===== src/rtl/booth_mul16_host.sv =====
// rtl/booth_mul16_host.sv - clocked four-phase host for the Balsa 16-bit Booth multiplier
//
// Feeds operand pairs from a FIFO to the multiplier's x/y pull channels and
// captures its z push channel into a valid/ready result register.
//
// Ports:
//   clk, reset                      clock, asynchronous active-high reset
//   op_valid/op_ready/op_x/op_y     operand pair input (push when both high)
//   res_valid/res_ready/res_z/x/y   result output with echoed operands
//   activate_0r/activate_0a         activation handshake (ack is debug only)
//   x_0r/x_0a/x_0d                  multiplicand pull channel
//   y_0r/y_0a/y_0d                  multiplier pull channel
//   z_0r/z_0a/z_0d                  product push channel
//   count                           completed results, mod 256
module booth_mul16_host #(
    parameter int SYNC_STAGES = 2,
    parameter int OP_DEPTH    = 4
) (
    input  logic        clk,
    input  logic        reset,
    input  logic        op_valid,
    output logic        op_ready,
    input  logic [15:0] op_x,
    input  logic [15:0] op_y,
    output logic        res_valid,
    input  logic        res_ready,
    output logic [15:0] res_z,
    output logic [15:0] res_x,
    output logic [15:0] res_y,
    output logic        activate_0r,
    input  logic        activate_0a,
    input  logic        x_0r,
    output logic        x_0a,
    output logic [15:0] x_0d,
    input  logic        y_0r,
    output logic        y_0a,
    output logic [15:0] y_0d,
    input  logic        z_0r,
    output logic        z_0a,
    input  logic [15:0] z_0d,
    output logic [7:0]  count
);

    localparam int AW = $clog2(OP_DEPTH);
    localparam logic [AW:0] CNT_ONE  = (AW+1)'(1);
    localparam logic [AW:0] FULL_CNT = (AW+1)'(OP_DEPTH);

    typedef enum logic [1:0] {PULL_IDLE, PULL_DRIVE, PULL_ACK, PULL_RTZ} pull_state_t;
    typedef enum logic [1:0] {PUSH_IDLE, PUSH_CAPT, PUSH_ACK} push_state_t;

    // Request synchronisers; the FSMs only ever look at the last stage.
    logic [SYNC_STAGES-1:0] x_req_sync, y_req_sync, z_req_sync, act_ack_sync;
    logic x_req, y_req, z_req;
    logic act_ack_unused;

    always_ff @(posedge clk or posedge reset) begin
        if (reset) begin
            x_req_sync   <= '0;
            y_req_sync   <= '0;
            z_req_sync   <= '0;
            act_ack_sync <= '0;
            activate_0r  <= 1'b0;
        end else begin
            x_req_sync   <= {x_req_sync[SYNC_STAGES-2:0], x_0r};
            y_req_sync   <= {y_req_sync[SYNC_STAGES-2:0], y_0r};
            z_req_sync   <= {z_req_sync[SYNC_STAGES-2:0], z_0r};
            act_ack_sync <= {act_ack_sync[SYNC_STAGES-2:0], activate_0a};
            activate_0r  <= 1'b1;
        end
    end

    assign x_req = x_req_sync[SYNC_STAGES-1];
    assign y_req = y_req_sync[SYNC_STAGES-1];
    assign z_req = z_req_sync[SYNC_STAGES-1];
    // Synchronised activation acknowledge is kept for probing only.
    assign act_ack_unused = act_ack_sync[SYNC_STAGES-1];

    // Current pair and pull-channel state.
    pull_state_t x_state, y_state;
    logic        pair_valid, x_served, y_served, pair_done;
    logic [15:0] pair_x, pair_y, echo_x, echo_y;

    // The pair stays at the FIFO head while in service, so the FIFO capacity
    // includes it; it is popped once both channels are past their up-phase.
    assign pair_done = pair_valid && x_served && y_served &&
                       (x_state != PULL_DRIVE) && (y_state != PULL_DRIVE);

    // Operand FIFO.
    logic [15:0] fifo_x [OP_DEPTH];
    logic [15:0] fifo_y [OP_DEPTH];
    logic [AW-1:0] wr_ptr, rd_ptr;
    logic [AW:0]   fifo_cnt, fifo_cnt_next;
    logic          push, pop, fifo_empty;

    assign push       = op_valid && op_ready;
    assign pop        = pair_done;
    assign fifo_empty = (fifo_cnt == '0);

    always_comb begin
        fifo_cnt_next = fifo_cnt;
        if (push && !pop) begin
            fifo_cnt_next = fifo_cnt + CNT_ONE;
        end else if (!push && pop) begin
            fifo_cnt_next = fifo_cnt - CNT_ONE;
        end
    end

    always_ff @(posedge clk) begin
        if (push) begin
            fifo_x[wr_ptr] <= op_x;
            fifo_y[wr_ptr] <= op_y;
        end
    end

    // op_ready is registered so it reads 0 in reset and a same-cycle pop
    // only shows up on the following cycle.
    always_ff @(posedge clk or posedge reset) begin
        if (reset) begin
            wr_ptr   <= '0;
            rd_ptr   <= '0;
            fifo_cnt <= '0;
            op_ready <= 1'b0;
        end else begin
            if (push) begin
                wr_ptr <= wr_ptr + AW'(1);
            end
            if (pop) begin
                rd_ptr <= rd_ptr + AW'(1);
            end
            fifo_cnt <= fifo_cnt_next;
            op_ready <= (fifo_cnt_next != FULL_CNT);
        end
    end

    // Pair register plus the x and y pull FSMs.
    always_ff @(posedge clk or posedge reset) begin
        if (reset) begin
            pair_valid <= 1'b0;
            pair_x     <= '0;
            pair_y     <= '0;
            echo_x     <= '0;
            echo_y     <= '0;
            x_served   <= 1'b0;
            y_served   <= 1'b0;
            x_state    <= PULL_IDLE;
            y_state    <= PULL_IDLE;
            x_0a       <= 1'b0;
            y_0a       <= 1'b0;
            x_0d       <= '0;
            y_0d       <= '0;
        end else begin
            if (pair_done) begin
                // Keep a copy for the result echo; the next pair may load
                // before the multiplier pushes this pair's product.
                pair_valid <= 1'b0;
                x_served   <= 1'b0;
                y_served   <= 1'b0;
                echo_x     <= pair_x;
                echo_y     <= pair_y;
            end else if (!pair_valid && !fifo_empty) begin
                pair_valid <= 1'b1;
                pair_x     <= fifo_x[rd_ptr];
                pair_y     <= fifo_y[rd_ptr];
            end

            case (x_state)
                PULL_IDLE: begin
                    if (x_req && pair_valid && !x_served) begin
                        x_0d     <= pair_x;
                        x_served <= 1'b1;
                        x_state  <= PULL_DRIVE;
                    end
                end
                PULL_DRIVE: begin
                    x_0a    <= 1'b1;
                    x_state <= PULL_ACK;
                end
                PULL_ACK: begin
                    if (!x_req) begin
                        x_0a    <= 1'b0;
                        x_state <= PULL_RTZ;
                    end
                end
                default: x_state <= PULL_IDLE;
            endcase

            case (y_state)
                PULL_IDLE: begin
                    if (y_req && pair_valid && !y_served) begin
                        y_0d     <= pair_y;
                        y_served <= 1'b1;
                        y_state  <= PULL_DRIVE;
                    end
                end
                PULL_DRIVE: begin
                    y_0a    <= 1'b1;
                    y_state <= PULL_ACK;
                end
                PULL_ACK: begin
                    if (!y_req) begin
                        y_0a    <= 1'b0;
                        y_state <= PULL_RTZ;
                    end
                end
                default: y_state <= PULL_IDLE;
            endcase
        end
    end

    // z push FSM and result register.
    push_state_t z_state;
    logic        slot_free;

    assign slot_free = !res_valid || res_ready;

    always_ff @(posedge clk or posedge reset) begin
        if (reset) begin
            z_state   <= PUSH_IDLE;
            z_0a      <= 1'b0;
            res_valid <= 1'b0;
            res_z     <= '0;
            res_x     <= '0;
            res_y     <= '0;
            count     <= '0;
        end else begin
            if (res_valid && res_ready) begin
                res_valid <= 1'b0;
            end
            case (z_state)
                PUSH_IDLE: begin
                    // Withholding the acknowledge is the back-pressure path.
                    if (z_req && slot_free) begin
                        z_state <= PUSH_CAPT;
                    end
                end
                PUSH_CAPT: begin
                    res_z     <= z_0d;
                    res_x     <= echo_x;
                    res_y     <= echo_y;
                    res_valid <= 1'b1;
                    count     <= count + 8'd1;
                    z_0a      <= 1'b1;
                    z_state   <= PUSH_ACK;
                end
                PUSH_ACK: begin
                    if (!z_req) begin
                        z_0a    <= 1'b0;
                        z_state <= PUSH_IDLE;
                    end
                end
                default: z_state <= PUSH_IDLE;
            endcase
        end
    end

endmodule


===== config.mk =====
export PLATFORM = sky130hd
export DESIGN_NAME = booth_mul16_host
export DESIGN_NICKNAME = d
export VERILOG_FILES = /design/src/rtl/booth_mul16_host.sv
export SDC_FILE = /design/constraint.sdc
export NUM_CORES = 1
export LEC_CHECK = 0
export ABC_AREA = 1
export BUFFER_PORTS_ARGS = -buffer_cell sky130_fd_sc_hd__buf_4
export CORE_ASPECT_RATIO = 0.9
export CORE_MARGIN = 2
export CORE_UTILIZATION = 60
export DETAILED_ROUTE_END_ITERATION = 16
export PLACE_DENSITY = 0.82
export SETUP_SLACK_MARGIN = 0.05
export SYNTH_ARGS = -nofsm -noshare
export SYNTH_HDL_FRONTEND = slang
export SYNTH_SLANG_ARGS = --single-unit

===== constraint.sdc =====
create_clock -name clk -period 12.7 [get_ports clk]
set_clock_uncertainty 0.1 [all_clocks]
set_input_delay 0 -clock clk [delete_from_list [all_inputs] [get_ports clk]]
set_output_delay 0 -clock clk [all_outputs]
set_load 0.02 [all_outputs]

==> results.py, run 1 <==
metrics = {
    "global_route": {
        "grt_pass1_vias": 8106,
        "grt-ovfl-total": 0,
        "grt_use_total_pct": 24.6,
        "grt_pass1_wl_um": 40800,
        "antenna_found_initial": 0,
        "grt_start_max_net_pins": 73,
    },
    "synth": {
        "yosysUniqueCellTypes": 33,
        "synth-simple-area-share_pct": 13.7,
        "synth_area_mm2": 0.0118,
        "synth_edf_count": 128,
        "async_flop_share_pct": 58.4,
        "synthFlopType": "dfrtp_1",
        "synth_xor_area_share_pct": 0.519,
        "synth_top_family_by_area": "simple AND/OR/NAND/NOR gates",
        "synth_top_cell_area_share_pct": 38.1,
        "synth_area_leaders": "dfrtp_1, edfxtp_1, nand2_1, o21ai_0, nor2_1",
        "muxShareOfSynthArea_pct": 0,
        "syn-mean-instance-area_um2": 11.0,
        "synthCells": 1070,
        "synthAdderAreaFrac_pct": 1.69,
        "ys_warn_count": 0,
        "ys_ff_latch": 308,
        "synth_nets": 1142,
        "yosysMostFrequentCell": "nand2_1",
        "yosys.area.top_type": "dfrtp_1",
        "synth_seq_area_share_pct": 70.6,
        "synth_compound_area_share_pct": 9.09,
        "synthTopCellsByCount": "nand2_1, dfrtp_1, o21ai_0",
    },
    "critical_path": {
        "crit_chain": "buf_4 > inv_1 > buf_4 > o21ai_0 > o21ai_0 > nand2_1 > o21ai_0",
        "cp-start-kind": "flip-flop",
        "critical_path_arrival_ps": 2990,
        "critical_path_class": "flip-flop to flip-flop",
        "r2r_start": "rd_ptr[0]$_DFFE_PP0N_",
        "ff2ff_setup_slack_ps": 10000,
        "reg2reg_to": "pair_y[15]$_DFFE_PP0P_",
        "cp.required_ps": 12990,
        "crit_path_end_kind": "flip-flop",
        "crit_path_start": "rd_ptr[0]$_DFFE_PP0N_",
        "crit_path_frequent_cell": "o21ai_0",
        "worst_r2r_path_depth": 7,
        "cpPeakStageDelay_ps": 510,
        "critPathCapture": "pair_y[15]$_DFFE_PP0P_",
        "crit_fanout": 66,
        "cp_slowest_cell": "buf_4",
    },
    "detailed_routing": {
        "drtPass1Iterations": 5,
        "drc": 0,
        "wl_um": 25600,
        "wl_met2_um": 12300,
        "drt_iter0_drc": 785,
        "wire_per_inst_um": 16.6,
        "via_per_inst": 5.32,
        "vias": 8194,
        "maxUsedRoutingLayer": "met4",
        "met1_length_um": 11100,
        "wl_met3_um": 1650,
        "ant_nets": 0,
    },
    "final_layout": {
        "post-route-util_pct": 76.2,
        "fin_nets": 1339,
        "final_area_mm2": 0.0146,
        "fill_cells": 1207,
        "multiInputGateArea_mm2": 0.00298,
        "final_layout_size_suffix_gt1_share_pct": 17.4,
        "final_cells": 1541,
        "n_antenna_cell": 0,
        "seq_area_mm2": 0.00835,
        "area_delta_synth_final_pct": 23.9,
    },
    "placement": {
        "portBuffers": 148,
        "placed_cells": 1429,
        "dp_hpwl_um": 14600,
        "place.gp.congestion": 0.838,
        "post_dp_cell_area_mm2": 0.0131,
    },
    "cts": {
        "cts.clk_slew.worst_paths_ps": 60,
        "clkLatencyLatePin_ps": 540,
        "postCtsSetupBuffers": 0,
        "cts.sinks": 308,
        "cts_made_buffers": 30,
        "clockRootBuffer": "clkbuf_16",
        "cts_buffer_depth": 3,
        "tritoncts": "yes",
        "cts_htree_levels": 1,
    },
    "timing": {
        "timing.fmax_mhz": 371,
        "timing.slew.headroom_pct": 22.4,
        "tightest_slew_ps": 1160,
        "finalSetupViolations": 0,
        "min_period_ps": 2700,
        "grt_setup_unrepaired": "false",
        "period_share_pct": 21.2,
        "slew_violations": 0,
        "finalHoldViolations": 0,
        "tns_ps": 0,
    },
    "die": {
        "num_rows": 48,
        "start_util_pct": 61.5,
        "coreArea_mm2": 0.0192,
        "die_h_um": 137,
        "die_width_um": 152,
        "io_pins": 150,
        "fp.dieArea_mm2": 0.0208,
    },
    "power_and_ir_drop": {
        "p_leak_uw": 0.00659,
        "power_uw": 3670,
        "cellPowerDensity_mw_per_mm2": 251,
        "peakVddDrop_uv": 137,
    },
    "hold_path": {
        "min_from": "y_0r",
        "hp-class": "input pin to flip-flop",
    },
    "run": {
        "drv_cap": 0,
    },
    "outcome": {
        "run_status": "finished clean",
    },
}
## worst min-delay path by stage
stage	end	slack [ps]	cells past startpoint
after floorplan	x_req_sync[0]$_DFF_PP0_	-70	0
after global placement	res_z[2]$_DFFE_PP0P_	-40	2
after detailed placement	activate_0r$_DFF_PP0_	-30	2
after CTS	y_req_sync[0]$_DFF_PP0_	2	2
after global routing	y_req_sync[0]$_DFF_PP0_	10	2
final	y_req_sync[0]$_DFF_PP0_	20	2
## critical path: cells and delay by family, from the launching register on
family                 cells  cell delay, ps
buffers and inverters      3            1430
AO/OA/AOI/OAI              3             580
AND/OR/NAND/NOR            1              90
flip-flops                 1             320
## power by group
part,internal (uW),switching [uW],total (uW),leakage (uW)
clock,520,356,876,0.000496
combinational,427,851,1280,0.00266
sequential,1370,151,1520,0.00343
total,2320,1360,3670,0.00659
## layout make-up
type                            count  area share (%)
Clock buffer                       43            6.02
Clock inverter                     13           0.761
Inverter                           66            1.73
Multi-Input combinational cell    646            20.3
Sequential cell                   308            57.0
Tap cell                          250            2.14
Timing Repair Buffer              215            12.0
## metal layers
metal  vias to the layer above  track usage, %
met1                      3944            34.5
met3                        44            3.96
met5                         -               0
met4                         0            7.22
met2                       297            40.8
li1                       3909               -
## state kept, by name (all words and copies together) (netlist names), 3 cells and up
register and flops:
echo_y 16, pair_x 16, res_z 16, echo_x 16, y_0d 16, count 8
fifo_x 64, pair_y 16, fifo_cnt 3, res_y 16, x_0d 16, fifo_y 64
res_x 16
## repair_timing
action,in CTS,in global routing
resized for setup,0,0
hold endpoints to repair,202,0
hold buffers,56,0
## logic make-up (layout without fill, tap and decap cells)
family                     count (synthesis)  count (layout)
and+or+nand+nor                          412             412
DFF                                      308             308
AOI/OAI and AO/OA                        210             210
buffers and inverters                    116             337
adders and majority gates                 16              16
xor gates and xnor gates                   7               7
other                                      1               1
## stage by stage
step           hold WS [ps]  worst slack [ps]
2_1_floorplan         -68.6              7710
3_3_place_gp          -41.5             10190
3_5_place_dp          -32.6             10170
4_1_cts                2.31              9910
5_1_grt                11.9              9610
6_report               19.6             10000
## layout by cell type, fill, tap and decap left out, drive strengths merged, types with 2 or more instances in the layout
master | netlist | layout
bufinv | 0 | 2
nor3 | 3 | 3
nand4 | 2 | 2
xor2 | 5 | 5
ha | 16 | 16
clkbuf | 20 | 43
dlygate4sd3 | 0 | 56
nand3b | 2 | 2
clkinv | 0 | 11
a21oi | 3 | 3
dfrtp | 180 | 180
nand3 | 10 | 10
o21ai | 204 | 204
nand2 | 280 | 280
buf | 30 | 159
inv | 66 | 66
xnor2 | 2 | 2
edfxtp | 128 | 128
nor2 | 114 | 114
Power figures use the tool's default switching activity.
==> run 2, diff against run 1 <==
- CORE_UTILIZATION: 60 -> 52
- PLACE_DENSITY: 0.82 -> 0.76
- clock period: 12.7 -> 2.3 ns (I/O delays scaled with it)
==> results.py, run 2 (synthesis results as in run 1) <==
metrics = {
    "critical_path": {
        "critical_path_class": "flip-flop to flip-flop",
        "crit_path_end_kind": "flip-flop",
        "worst_r2r_path_depth": 10,
        "critical_path_arrival_ps": 2070,
        "cp_slowest_cell": "dfrtp_1",
        "crit_fanout": 6,
        "cp.required_ps": 2630,
        "r2r_start": "x_state[1]$_DFFE_PP0P_",
        "crit_path_frequent_cell": "nand2_1",
        "crit_path_start": "x_state[1]$_DFFE_PP0P_",
        "path_depth": 10,
        "cp-start-kind": "flip-flop",
        "crit_chain": "inv_1 > ha_1 > nor2_1 > nand3_4 > nand2_2 > nand2_1 > nand2_1 > nand2_1 > nor2_1 > nand2_1",
        "cpPeakStageDelay_ps": 380,
        "crit_family": "simple AND/OR/NAND/NOR gates",
        "worst-path-buf-inv": 1,
    },
    "hold_path": {
        "hold_depth": 2,
        "min_from": "z_0r",
        "hp-class": "input pin to flip-flop",
    },
    "final_layout": {
        "mostFrequentLayoutCells": "nand2_1, dfrtp_1, o21ai_0",
        "final_layout_size_suffix_gt1_share_pct": 18.2,
        "top_regs": "fifo_x: 64 flops, fifo_y: 64 flops",
        "area_delta_synth_final_pct": 27.1,
        "fin_nets": 1345,
        "final_cells": 1595,
        "final_common_cell": "nand2_1",
    },
    "cts": {
        "clockRootBuffer": "clkbuf_16",
        "cts.sinks": 308,
        "cts_htree_levels": 1,
        "clkLatencyLatePin_ps": 540,
        "cts.clk_slew.worst_paths_ps": 60,
        "cts_made_buffers": 31,
        "cts_resized": 0,
        "postCtsSetupBuffers": 0,
        "cts_buffer_depth": 3,
        "ctsHoldBuffers": 56,
        "tritoncts": "yes",
    },
    "placement": {
        "placed_cells": 1481,
        "dp_hpwl_um": 14800,
        "portBuffers": 148,
        "place.gp.congestion": 0.836,
    },
    "die": {
        "start_util_pct": 52.8,
        "io_pins": 150,
        "num_rows": 52,
        "die_width_um": 163,
        "die_h_um": 147,
        "coreArea_mm2": 0.0224,
        "fp.dieArea_mm2": 0.0239,
    },
    "timing": {
        "timing.fmax_mhz": 576,
        "finalSetupViolations": 0,
        "grt_setup_unrepaired": "false",
        "tightest_slew_ps": 591,
        "finalHoldViolations": 0,
        "timing.slew.headroom_pct": 60.6,
        "holdWs_ps": 21.1,
        "min_period_ps": 1740,
        "slew_violations": 0,
        "period_share_pct": 75.5,
    },
    "global_route": {
        "grt-ovfl-total": 0,
        "grt_start_max_net_pins": 114,
        "antenna_found_initial": 1,
        "grt_pass1_wl_um": 39900,
        "grt_use_total_pct": 20.8,
        "grt_pass1_vias": 7760,
    },
    "power_and_ir_drop": {
        "p_leak_uw": 0.00670,
        "cellPowerDensity_mw_per_mm2": 1400,
        "peakVddDrop_uv": 640,
    },
    "detailed_routing": {
        "drtPass1Iterations": 7,
        "via_per_inst": 5.05,
        "ant_nets": 0,
        "drc": 0,
        "drt_iter0_drc": 611,
        "wl_um": 24700,
        "vias": 8062,
        "wire_per_inst_um": 15.5,
    },
    "outcome": {
        "run_status": "finished clean",
    },
    "run": {
        "drv_cap": 0,
    },
}
==> run 2: routing by layer <==
layer  up-vias  routed length, um  global-route usage, %
met5         -                  0                      0
met4         0                669                   6.68
met3        50               1480                   3.39
met2       247              11400                   32.9
met1      3827              11200                   29.8
li1       3938                  -                      -
==> run 2: area by class of cell <==
| type | count | area (um^2) |
|---|---|---|
| Antenna cell | 1 | 2.50 |
| Fill cell | 1628 | 7360 |
| Sequential cell | 308 | 8350 |
| Inverter | 66 | 251 |
| Clock buffer | 37 | 828 |
| Tap cell | 297 | 372 |
| Timing Repair Buffer | 220 | 1930 |
| Multi-Input combinational cell | 646 | 2980 |
| Clock inverter | 20 | 309 |
==> run 2: power by group <==
| part | internal, uW | switching, uW | total [uW] |
|---|---|---|---|
| clock | 3460 | 2020 | 5480 |
| combinational | 2550 | 4680 | 7220 |
| sequential | 7560 | 820 | 8380 |
==> run 2: final timing paths <==
kind / to / slack [ps]
worst max-delay path: op_ready$_DFF_PP0_ / 560
worst min-delay path: z_req_sync[0]$_DFF_PP0_ / 20
worst max register to register: op_ready$_DFF_PP0_ / 560
worst min register to register: x_req_sync[1]$_DFF_PP0_ / 250
max in group asynchronous: res_x[13]$_DFFE_PP0P_ / 1530
min in group asynchronous: x_req_sync[1]$_DFF_PP0_ / 50
==> run 2: through the flow <==
stage / util [%] / instance area (um^2) / total power (uW) / setup TNS, ps / setup slack [ps]
detailed placement: 59.5 / 13300 / 15600 / 0 / 612
global route: 67.1 / 15000 / 22500 / 0 / 392
global placement: 59.5 / 13300 / 15300 / 0 / 647
floorplan: - / 11800 / 12900 / -50780 / -244
CTS: 67.1 / 15000 / 21200 / 0 / 565
finish: 67.1 / 15000 / 21100 / 0 / 563
